===== config.mk =====
export PLATFORM = sky130hd
export DESIGN_NAME = mips_mc_controller
export DESIGN_NICKNAME = d
export VERILOG_FILES = /design/src/rtl/mips_mc_pkg.sv /design/src/rtl/mips_mc_controller_alu_decoder.sv /design/src/rtl/mips_mc_controller.sv
export SDC_FILE = /design/constraint.sdc
export NUM_CORES = 1
export LEC_CHECK = 0
export BUFFER_PORTS_ARGS = -buffer_cell sky130_fd_sc_hd__buf_4
export CAP_MARGIN = 20
export CORE_MARGIN = 2
export CORE_UTILIZATION = 45
export CTS_CLUSTER_DIAMETER = 40
export CTS_CLUSTER_SIZE = 20
export DETAILED_ROUTE_END_ITERATION = 8
export PLACE_DENSITY = 0.69
export RECOVER_POWER = 25
export SKIP_LAST_GASP = 1
export SYNTH_ARGS = -nofsm -noshare
export SYNTH_HDL_FRONTEND = slang
export SYNTH_HIERARCHICAL = 1
export SYNTH_SLANG_ARGS = --single-unit

===== constraint.sdc =====
create_clock -name clk -period 2.8 [get_ports clk]
set_input_delay 0.42 -clock clk [delete_from_list [all_inputs] [get_ports clk]]
set_output_delay 0.42 -clock clk [all_outputs]
set_load 0.02 [all_outputs]

===== src/rtl/mips_mc_pkg.sv =====
// Shared encodings for the multi-cycle MIPS control unit: FSM states, opcodes,
// funct codes, ALU codes, datapath mux selects and the control-word layout.
package mips_mc_pkg;

    typedef enum logic [3:0] {
        S_FETCH    = 4'd0,
        S_DECODE   = 4'd1,
        S_MEMADR   = 4'd2,
        S_MEMRD    = 4'd3,
        S_MEMWB    = 4'd4,
        S_MEMWR    = 4'd5,
        S_RTYPE_EX = 4'd6,
        S_ALUWB    = 4'd7,
        S_BRANCH   = 4'd8,
        S_IMM_EX   = 4'd9,
        S_IMMWB    = 4'd10,
        S_JUMP     = 4'd11
    } state_e;

    // Which rule selects the ALU operation in a given state.
    typedef enum logic [1:0] {
        CLS_ADD   = 2'd0,
        CLS_SUB   = 2'd1,
        CLS_RTYPE = 2'd2,
        CLS_IMM   = 2'd3
    } alu_class_e;

    localparam logic [5:0] OP_RTYPE = 6'b000000;
    localparam logic [5:0] OP_LW    = 6'b100011;
    localparam logic [5:0] OP_SW    = 6'b101011;
    localparam logic [5:0] OP_BEQ   = 6'b000100;
    localparam logic [5:0] OP_BNE   = 6'b000101;
    localparam logic [5:0] OP_ADDI  = 6'b001000;
    localparam logic [5:0] OP_ANDI  = 6'b001100;
    localparam logic [5:0] OP_ORI   = 6'b001101;
    localparam logic [5:0] OP_J     = 6'b000010;

    localparam logic [5:0] FN_ADD = 6'b100000;
    localparam logic [5:0] FN_SUB = 6'b100010;
    localparam logic [5:0] FN_AND = 6'b100100;
    localparam logic [5:0] FN_OR  = 6'b100101;
    localparam logic [5:0] FN_XOR = 6'b100110;
    localparam logic [5:0] FN_SLT = 6'b101010;
    localparam logic [5:0] FN_SRL = 6'b000010;

    localparam logic [2:0] ALU_AND   = 3'b000;
    localparam logic [2:0] ALU_OR    = 3'b001;
    localparam logic [2:0] ALU_ADD   = 3'b010;
    localparam logic [2:0] ALU_XOR   = 3'b011;
    localparam logic [2:0] ALU_SRL   = 3'b100;
    localparam logic [2:0] ALU_ORNOT = 3'b101;
    localparam logic [2:0] ALU_SUB   = 3'b110;
    localparam logic [2:0] ALU_SLT   = 3'b111;

    localparam logic [1:0] ASA_PC    = 2'b00;
    localparam logic [1:0] ASA_REGA  = 2'b01;
    localparam logic [1:0] ASA_SHAMT = 2'b10;

    localparam logic [1:0] ASB_REGB  = 2'b00;
    localparam logic [1:0] ASB_FOUR  = 2'b01;
    localparam logic [1:0] ASB_IMM   = 2'b10;
    localparam logic [1:0] ASB_IMMSH = 2'b11;

    localparam logic [1:0] PCS_ALU    = 2'b00;
    localparam logic [1:0] PCS_ALUOUT = 2'b01;
    localparam logic [1:0] PCS_JUMP   = 2'b10;

    typedef struct packed {
        logic       irwrite;
        logic       memwrite;
        logic       regwrite;
        logic       iord;
        logic       regdst;
        logic       memtoreg;
        logic [1:0] alusrca;
        logic [1:0] alusrcb;
        logic       extop;
        logic [1:0] pcsrc;
        logic       pcwrite;
        logic [2:0] alucont;
    } ctrl_t;

    function automatic ctrl_t ctrl_idle();
        ctrl_t c;
        c = '0;
        c.alucont = ALU_ADD;
        return c;
    endfunction

    function automatic ctrl_t ctrl_fetch();
        ctrl_t c;
        c = ctrl_idle();
        c.irwrite = 1'b1;
        c.pcwrite = 1'b1;
        c.alusrcb = ASB_FOUR;
        return c;
    endfunction

    function automatic alu_class_e state_class(input state_e s);
        case (s)
            S_BRANCH:   return CLS_SUB;
            S_RTYPE_EX: return CLS_RTYPE;
            S_IMM_EX:   return CLS_IMM;
            default:    return CLS_ADD;
        endcase
    endfunction

endpackage


===== src/rtl/mips_mc_controller_alu_decoder.sv =====
// Combinational ALU operation decode: picks the ALU code for the current
// state class and flags supported R-type functs and the srl shamt operand.
module alu_decoder
    import mips_mc_pkg::*;
(
    input  alu_class_e  cls_i,
    input  logic [5:0]  op_i,
    input  logic [5:0]  funct_i,
    output logic [2:0]  alucont_o,
    output logic        funct_valid_o,
    output logic        shamt_sel_o
);

    always_comb begin
        funct_valid_o = 1'b0;
        case (funct_i)
            FN_ADD, FN_SUB, FN_AND, FN_OR,
            FN_XOR, FN_SLT, FN_SRL: funct_valid_o = 1'b1;
            default:                funct_valid_o = 1'b0;
        endcase
    end

    always_comb begin
        alucont_o   = ALU_ADD;
        shamt_sel_o = 1'b0;
        case (cls_i)
            CLS_SUB: alucont_o = ALU_SUB;
            CLS_RTYPE: begin
                case (funct_i)
                    FN_ADD: alucont_o = ALU_ADD;
                    FN_SUB: alucont_o = ALU_SUB;
                    FN_AND: alucont_o = ALU_AND;
                    FN_OR:  alucont_o = ALU_OR;
                    FN_XOR: alucont_o = ALU_XOR;
                    FN_SLT: alucont_o = ALU_SLT;
                    FN_SRL: begin
                        alucont_o   = ALU_SRL;
                        shamt_sel_o = 1'b1;
                    end
                    default: alucont_o = ALU_ADD;
                endcase
            end
            CLS_IMM: begin
                case (op_i)
                    OP_ANDI: alucont_o = ALU_AND;
                    OP_ORI:  alucont_o = ALU_OR;
                    default: alucont_o = ALU_ADD;
                endcase
            end
            default: alucont_o = ALU_ADD;
        endcase
    end

endmodule


===== src/rtl/mips_mc_controller.sv =====
// Multi-cycle MIPS main controller: Moore FSM sequencing fetch/decode/execute/
// memory/writeback with registered datapath controls; only pcen is combinational.
module mips_mc_controller
    import mips_mc_pkg::*;
(
    input  logic       clk,
    input  logic       rst_n,
    input  logic [5:0] op,
    input  logic [5:0] funct,
    input  logic       zero,
    output logic       irwrite,
    output logic       memwrite,
    output logic       regwrite,
    output logic       iord,
    output logic       regdst,
    output logic       memtoreg,
    output logic [1:0] alusrca,
    output logic [1:0] alusrcb,
    output logic       extop,
    output logic [1:0] pcsrc,
    output logic       pcen,
    output logic [2:0] alucont
);

    state_e     state_q, state_d;
    ctrl_t      ctl_q, ctl_d;
    logic [2:0] dec_alucont;
    logic       dec_funct_valid;
    logic       dec_shamt_sel;

    always_comb begin
        state_d = S_FETCH;
        case (state_q)
            S_FETCH:  state_d = S_DECODE;
            S_DECODE: begin
                case (op)
                    OP_LW, OP_SW:            state_d = S_MEMADR;
                    OP_RTYPE:                state_d = S_RTYPE_EX;
                    OP_BEQ, OP_BNE:          state_d = S_BRANCH;
                    OP_ADDI, OP_ANDI, OP_ORI: state_d = S_IMM_EX;
                    OP_J:                    state_d = S_JUMP;
                    default:                 state_d = S_FETCH;
                endcase
            end
            S_MEMADR:   state_d = (op == OP_LW) ? S_MEMRD : S_MEMWR;
            S_MEMRD:    state_d = S_MEMWB;
            S_RTYPE_EX: state_d = S_ALUWB;
            S_IMM_EX:   state_d = S_IMMWB;
            default:    state_d = S_FETCH;
        endcase
    end

    // The decoder looks at the state being entered, so the control word can be
    // registered alongside the state; the IR holds op/funct across the instruction.
    alu_decoder u_alu_decoder (
        .cls_i         (state_class(state_d)),
        .op_i          (op),
        .funct_i       (funct),
        .alucont_o     (dec_alucont),
        .funct_valid_o (dec_funct_valid),
        .shamt_sel_o   (dec_shamt_sel)
    );

    always_comb begin
        ctl_d         = ctrl_idle();
        ctl_d.alucont = dec_alucont;
        case (state_d)
            S_FETCH: ctl_d = ctrl_fetch();
            S_DECODE: begin
                ctl_d.alusrcb = ASB_IMMSH;
                ctl_d.extop   = 1'b1;
            end
            S_MEMADR: begin
                ctl_d.alusrca = ASA_REGA;
                ctl_d.alusrcb = ASB_IMM;
                ctl_d.extop   = 1'b1;
            end
            S_MEMRD: ctl_d.iord = 1'b1;
            S_MEMWB: begin
                ctl_d.regwrite = 1'b1;
                ctl_d.memtoreg = 1'b1;
            end
            S_MEMWR: begin
                ctl_d.iord     = 1'b1;
                ctl_d.memwrite = 1'b1;
            end
            S_RTYPE_EX: ctl_d.alusrca = dec_shamt_sel ? ASA_SHAMT : ASA_REGA;
            S_ALUWB: begin
                ctl_d.regdst   = 1'b1;
                ctl_d.regwrite = dec_funct_valid;
            end
            S_BRANCH: begin
                ctl_d.alusrca = ASA_REGA;
                ctl_d.pcsrc   = PCS_ALUOUT;
            end
            S_IMM_EX: begin
                ctl_d.alusrca = ASA_REGA;
                ctl_d.alusrcb = ASB_IMM;
                ctl_d.extop   = (op == OP_ADDI);
            end
            S_IMMWB: ctl_d.regwrite = 1'b1;
            S_JUMP: begin
                ctl_d.pcsrc   = PCS_JUMP;
                ctl_d.pcwrite = 1'b1;
            end
            default: ctl_d = ctrl_idle();
        endcase
    end

    always_ff @(posedge clk or negedge rst_n) begin
        if (!rst_n) begin
            state_q <= S_FETCH;
            ctl_q   <= ctrl_fetch();
        end else begin
            state_q <= state_d;
            ctl_q   <= ctl_d;
        end
    end

    assign irwrite  = ctl_q.irwrite;
    assign memwrite = ctl_q.memwrite;
    assign regwrite = ctl_q.regwrite;
    assign iord     = ctl_q.iord;
    assign regdst   = ctl_q.regdst;
    assign memtoreg = ctl_q.memtoreg;
    assign alusrca  = ctl_q.alusrca;
    assign alusrcb  = ctl_q.alusrcb;
    assign extop    = ctl_q.extop;
    assign pcsrc    = ctl_q.pcsrc;
    assign alucont  = ctl_q.alucont;

    // Branch resolution uses the ALU zero flag produced in the BRANCH cycle itself.
    assign pcen = ctl_q.pcwrite |
                  ((state_q == S_BRANCH) & (zero ^ (op == OP_BNE)));

endmodule

---- Word-level counts from Yosys, hierarchy flattened ----
Cells that the tools add are included.
storage, ports and cells
  memory bits (writable) .................. 0
  output and inout port bits .............. 17
  register bits ........................... 21
  input bits .............................. 15
  memory bits (read-only) ................. 0
  memories ................................ 0
  latch bits .............................. 0
  logic and storage cells ................. 85
cells by class
  divide/modulo/power cells ............... 0
  equal/unequal tests ..................... 35
  mux-type cells .......................... 22
  multiply operators ...................... 0
  shifts and indexed selects .............. 0
  reduce and logical (&&, ||, !) cells .... 12
  add/subtract/negate cells ............... 0
  bitwise operators ....................... 3
  $lt $le $gt $ge ......................... 0
operator list
  operator                                       count
  == test 6 bit, second input constant           8
  == test 4 bit, second input constant           6
  case mux 4 bit (6 select lines)                1
  == test 4 x 3 -> 1 bit, second input constant  5
  case mux 4 bit (5 select lines)                1
  == test 6 x 4 -> 1 bit, second input constant  3
  case mux 3 bit (6 select lines)                1
  == test 4 x 2 -> 1 bit, second input constant  4
  == test 6 x 2 -> 1 bit, second input constant  2
  == test 6 x 3 -> 1 bit, second input constant  2
  case mux 2 bit (2 select lines)                3
  case mux 3 bit (4 select lines)                1
  OR reduction 11 bit                            1
  OR reduction 2 bit                             5
  2-to-1 mux 1 bit                               9
  case mux 3 bit (3 select lines)                1
  == test 4 x 1 -> 1 bit, second input constant  2
  zero test 4 bit                                2
  OR reduction 7 bit                             1
  zero test 6 bit                                1
  2-to-1 mux 3 bit                               2
  case mux 2 bit (3 select lines)                1
  OR reduction 3 bit                             2
  == test 2 bit, second input constant           2
  6 further kinds                                6

---- Longest topological paths before layout ----
  depth in word-level cells ............... 10
  mapped depth ............................ 10
  gate-level depth less buffers ........... 10

---- Cells and area by module ----
The synthesis kept the hierarchy.
modules (own cells, without submodules)
  module              cells an instance  instances  area each (um^2)  sequential area each (um^2)
  mips_mc_controller  103                1          1168.6            530.5
  alu_decoder         31                 1          168.9             0.0

---- Worst setup path before layout ----
Ideal clock, no wire load.
  kind .................................... in2reg
  start point ............................. input op[1]
  end point ............................... register ctl_q, in the netlist alucont[0]
  setup slack ............................. 540 ps
  buffers on the path ..................... 0
  required time ........................... 2722 ps
  stages on the path ...................... 8
  arrival ................................. 2183 ps
  library setup time ...................... 78 ps
  path through ............................ nor4_2 > a31oi_1 > a2111oi_4 > a31o_1 > nand2_1 > nor3_1 > o2bb2ai_1 > a21boi_1
RTL lines
  element               line                       RTL
  from (decl)           mips_mc_controller.sv:8    input logic [5:0] op,
  to (signal assigned)  mips_mc_controller.sv:113  ctl_q <= ctrl_fetch();
  to (signal assigned)  mips_mc_controller.sv:116  ctl_q <= ctl_d;
  to (decl)             mips_mc_controller.sv:26   ctrl_t ctl_q, ctl_d;

==> impl_metrics.env <==
export IMPL_status="complete, no violations"
export IMPL_antenna_left=0
export IMPL_switching_share=0.398
export IMPL_synth_largest_area_cell="dfrtp_1"
export IMPL_synth_area_top_cells="dfrtp_1 32%, dfstp_2 7.9%, buf_4 5.1%"
export IMPL_drive_above_1_share=0.368
export IMPL_rows=19
export IMPL_end_kind="flop"
export IMPL_yosys_most_used_dff="dfrtp_1"
export IMPL_cts_tree="done"
export IMPL_crit_arrival_ns=2.62
export IMPL_portBuffers=31
export IMPL_synth_compound_area_frac=0.228
export IMPL_busiest_layer="met2"
export IMPL_switchingPower_uw=450
export IMPL_worstPathRequired_ns=2.98
export IMPL_synth_distinct_cells=55
export IMPL_die_area_sq_mm=0.00342
export IMPL_yosys_warnings=6
export IMPL_min_to="alusrca[1]$_DFF_PN0_"
export IMPL_ioPinCount=32
export IMPL_maxCapViolCount=0
export IMPL_period_share=0.871
export IMPL_root_buffer="clkbuf_4"
export IMPL_synth_most_common_cell="dfrtp_1"
export IMPL_cts_buffers=3
export IMPL_syn_nets=149
export IMPL_grtUsageMet1=0.265
export IMPL_reg2reg_from="state_q[1]$_DFF_PN0_"
export IMPL_hold_viol=0
export IMPL_fp_dieH_um=58.5
export IMPL_synth_top_family_by_area="simple AND/OR/NAND/NOR gates"
export IMPL_clkPwrFrac=0.125
export IMPL_start_kind="flop"
export IMPL_r2r_end="alusrca[0]$_DFF_PN0_"
export IMPL_power_density_mw_per_mm2=709
export IMPL_r2r_cells=9
export IMPL_dr_pass1_iters=4
export IMPL_cts_buffer_depth=2
export IMPL_p_comb_frac=0.504
export IMPL_grt_max_degree=22
export IMPL_coreArea_sq_mm=0.00278
export IMPL_synth_xor_area_frac=0.0131
export IMPL_yosys_area_share_simple=0.270
export IMPL_drt_total_wl_mm=2.86
export IMPL_area_growth_pct=19.3
export IMPL_synthAdderAreaFrac=0
export IMPL_antenna_found_initial=0
export IMPL_p_seq_frac=0.371
export IMPL_min_path_type="primary input to flop"
export IMPL_worst_slew_pin_slew_ns=1.08
export IMPL_seqCellArea_sq_um=531
export IMPL_die_width_um=58.5
export IMPL_r2r_slack_ns=0.36
export IMPL_ys_seq_area_frac=0.397
export IMPL_finalSetupTns_ns=0
export IMPL_fmax_mhz=410
export IMPL_rsz0062_at_grt="no"
export IMPL_crit_type="flop to flop"
export IMPL_post_drt_wl_per_cell_um=14.8
export IMPL_grt_pass1_wl_mm=4.86
export IMPL_ir_drop_uv=415
export IMPL_fin_skew_ns=0.00270
export IMPL_n_fill_cell=251
export IMPL_hp_start="funct[5]"
export IMPL_cts_sinks=21
export IMPL_p_leak_uw=0.000718
export IMPL_grt_use_total=0.186
export IMPL_drc=0
export IMPL_ys_ff_latch=21
export IMPL_drt_iter0_markers=56
export IMPL_hold_depth=3
export IMPL_async_reset_ff_frac=1.00
export IMPL_post_route_min_period_ns=2.44
export IMPL_holdWs_ns=0.449
export IMPL_relSlewSlack=0.281
export IMPL_synth_cells=134
export IMPL_syn_area_sq_mm=0.00134
export IMPL_p_int_uw=681
export IMPL_synth_top_area_frac=0.318
export IMPL_n_antenna_cell=0
export IMPL_critPathMaxFanout=8
export IMPL_vias_per_cell=5.87
export IMPL_grt_overflow=0
export IMPL_nets=179
export IMPL_multi_input_area_sq_um=696
export IMPL_met2_usage=0.287
export IMPL_gp_congestion=0.835
export IMPL_start_util=0.481
export IMPL_synth_edf_count=0
export IMPL_slew_violations=0
export IMPL_yosys_mux_area_fraction=0.00842
export IMPL_clkTransAtPathRegs_ns=0.11
export IMPL_insertion_delay_ns=0.30
export IMPL_syn_area_per_cell_sq_um=9.98
export IMPL_vias=1138
export IMPL_hpwl_mm=2.20
export IMPL_setup_viol=0
export IMPL_grt_pass1_vias=1045
export IMPL_htree_levels=1
export IMPL_ys_top_cells_by_count="17 x dfrtp_1, 11 x nand2_1, 11 x nor2_1"
export IMPL_grt_use_met3=0.0132
export IMPL_post_cts_resized=0
[per-stage QoR]
step / cell area, sq um / power, uW / cells / utilization / setup WS [ns]
2_1_floorplan: 1340 / 810 / 134 / - / 0.540
3_3_place_gp: 1560 / 987 / 189 / 0.561 / 0.238
3_5_place_dp: 1560 / 994 / 189 / 0.561 / 0.196
4_1_cts: 1600 / 1140 / 194 / 0.575 / 0.399
5_1_grt: 1600 / 1200 / 194 / 0.574 / 0.141
6_report: 1600 / 1130 / 194 / 0.574 / 0.361
[state kept, by name, indices dropped and copies added (netlist names)]
| register | flops |
|---|---|
| state_q | 4 |
| regwrite | 1 |
| alusrcb | 2 |
| irwrite | 1 |
| pcsrc | 2 |
| memwrite | 1 |
| alusrca | 2 |
| ctl_q | 1 |
| extop | 1 |
| regdst | 1 |
| memtoreg | 1 |
| iord | 1 |
| alucont | 3 |
[layout make-up]
type                       count  area share
inverter                       5      0.0118
clock inverter                 1     0.00314
sequential                    21       0.333
multi-input combinational     95       0.436
tap                           31      0.0243
timing repair buffer          38       0.178
clock buffer                   3      0.0141
[critical path, cell delays in order, from the launching register on]
cell       delay (ns)
dfrtp_1          0.50
or3b_1           0.49
a2111oi_4        0.26
a221o_1          0.22
nor2_1           0.10
nor2_1           0.19
nand2_1          0.11
nor3_1           0.20
nand4b_1         0.15
o221ai_2         0.09
[cell families (layout without fill, tap and decap cells)]
logic type,count (synthesis),after routing
xor gates and xnor gates,2,2
DFF,21,21
buffers and inverters,18,47
muxes,1,1
AOI/OAI and AO/OA,34,34
and+or+nand+nor,58,58
[layout by cell type (no fill, tap or decap), types with 2 or more instances in the layout]
cell type  count
a2111oi_4      2
a21boi_1       2
a21o_1         4
a21oi_1        3
a31oi_1        2
and2_1         2
buf_4         36
clkbuf_4       3
dfrtp_1       17
dfstp_2        4
inv_1          4
nand2_1       11
nand2b_1       2
nand3_1        4
nor2_1        11
nor2b_1        2
nor3_1         5
nor4_1         3
nor4_2         2
o21a_1         2
o21ai_0        2
o21ai_1        3
o21bai_1       2
or3b_1         2
xor2_1         2
[power by group through the flow]
stage               logic, uW  registers, uW  clock network [uW]
floorplan                 360            450                   0
global placement          562            425                   0
detailed placement        569            425                   0
CTS                       573            419                 148
global route              614            426                 162
finish                    570            419                 141
[layer usage]
layer | up-vias | share of wire
met5 | - | 0
met4 | 0 | 0.020
met3 | 5 | 0.069
met2 | 65 | 0.47
met1 | 528 | 0.45
li1 | 540 | -
[worst max-delay path by stage]
stage | to | cells past startpoint | slack [ns] | from
6_report | alusrca[0]$_DFF_PN0_ | 9 | 0.36 | state_q[1]$_DFF_PN0_
3_3_place_gp | alucont[0]$_DFF_PN0_ | 9 | 0.24 | op[1]
5_1_grt | alucont[0]$_DFF_PN0_ | 8 | 0.14 | state_q[1]$_DFF_PN0_
4_1_cts | alusrca[0]$_DFF_PN0_ | 9 | 0.40 | state_q[1]$_DFF_PN0_
2_1_floorplan | alucont[0]$_DFF_PN0_ | 8 | 0.54 | op[1]
3_5_place_dp | alucont[0]$_DFF_PN0_ | 9 | 0.20 | op[1]
[repair_timing]
action / CTS / global route
buffers inserted: 0 / 0
endpoints found under the setup margin: 0 / 0
hold endpoints to repair: 17 / 0
hold buffers: 1 / 0
No activity file was read; power rests on OpenSTA's default activity.
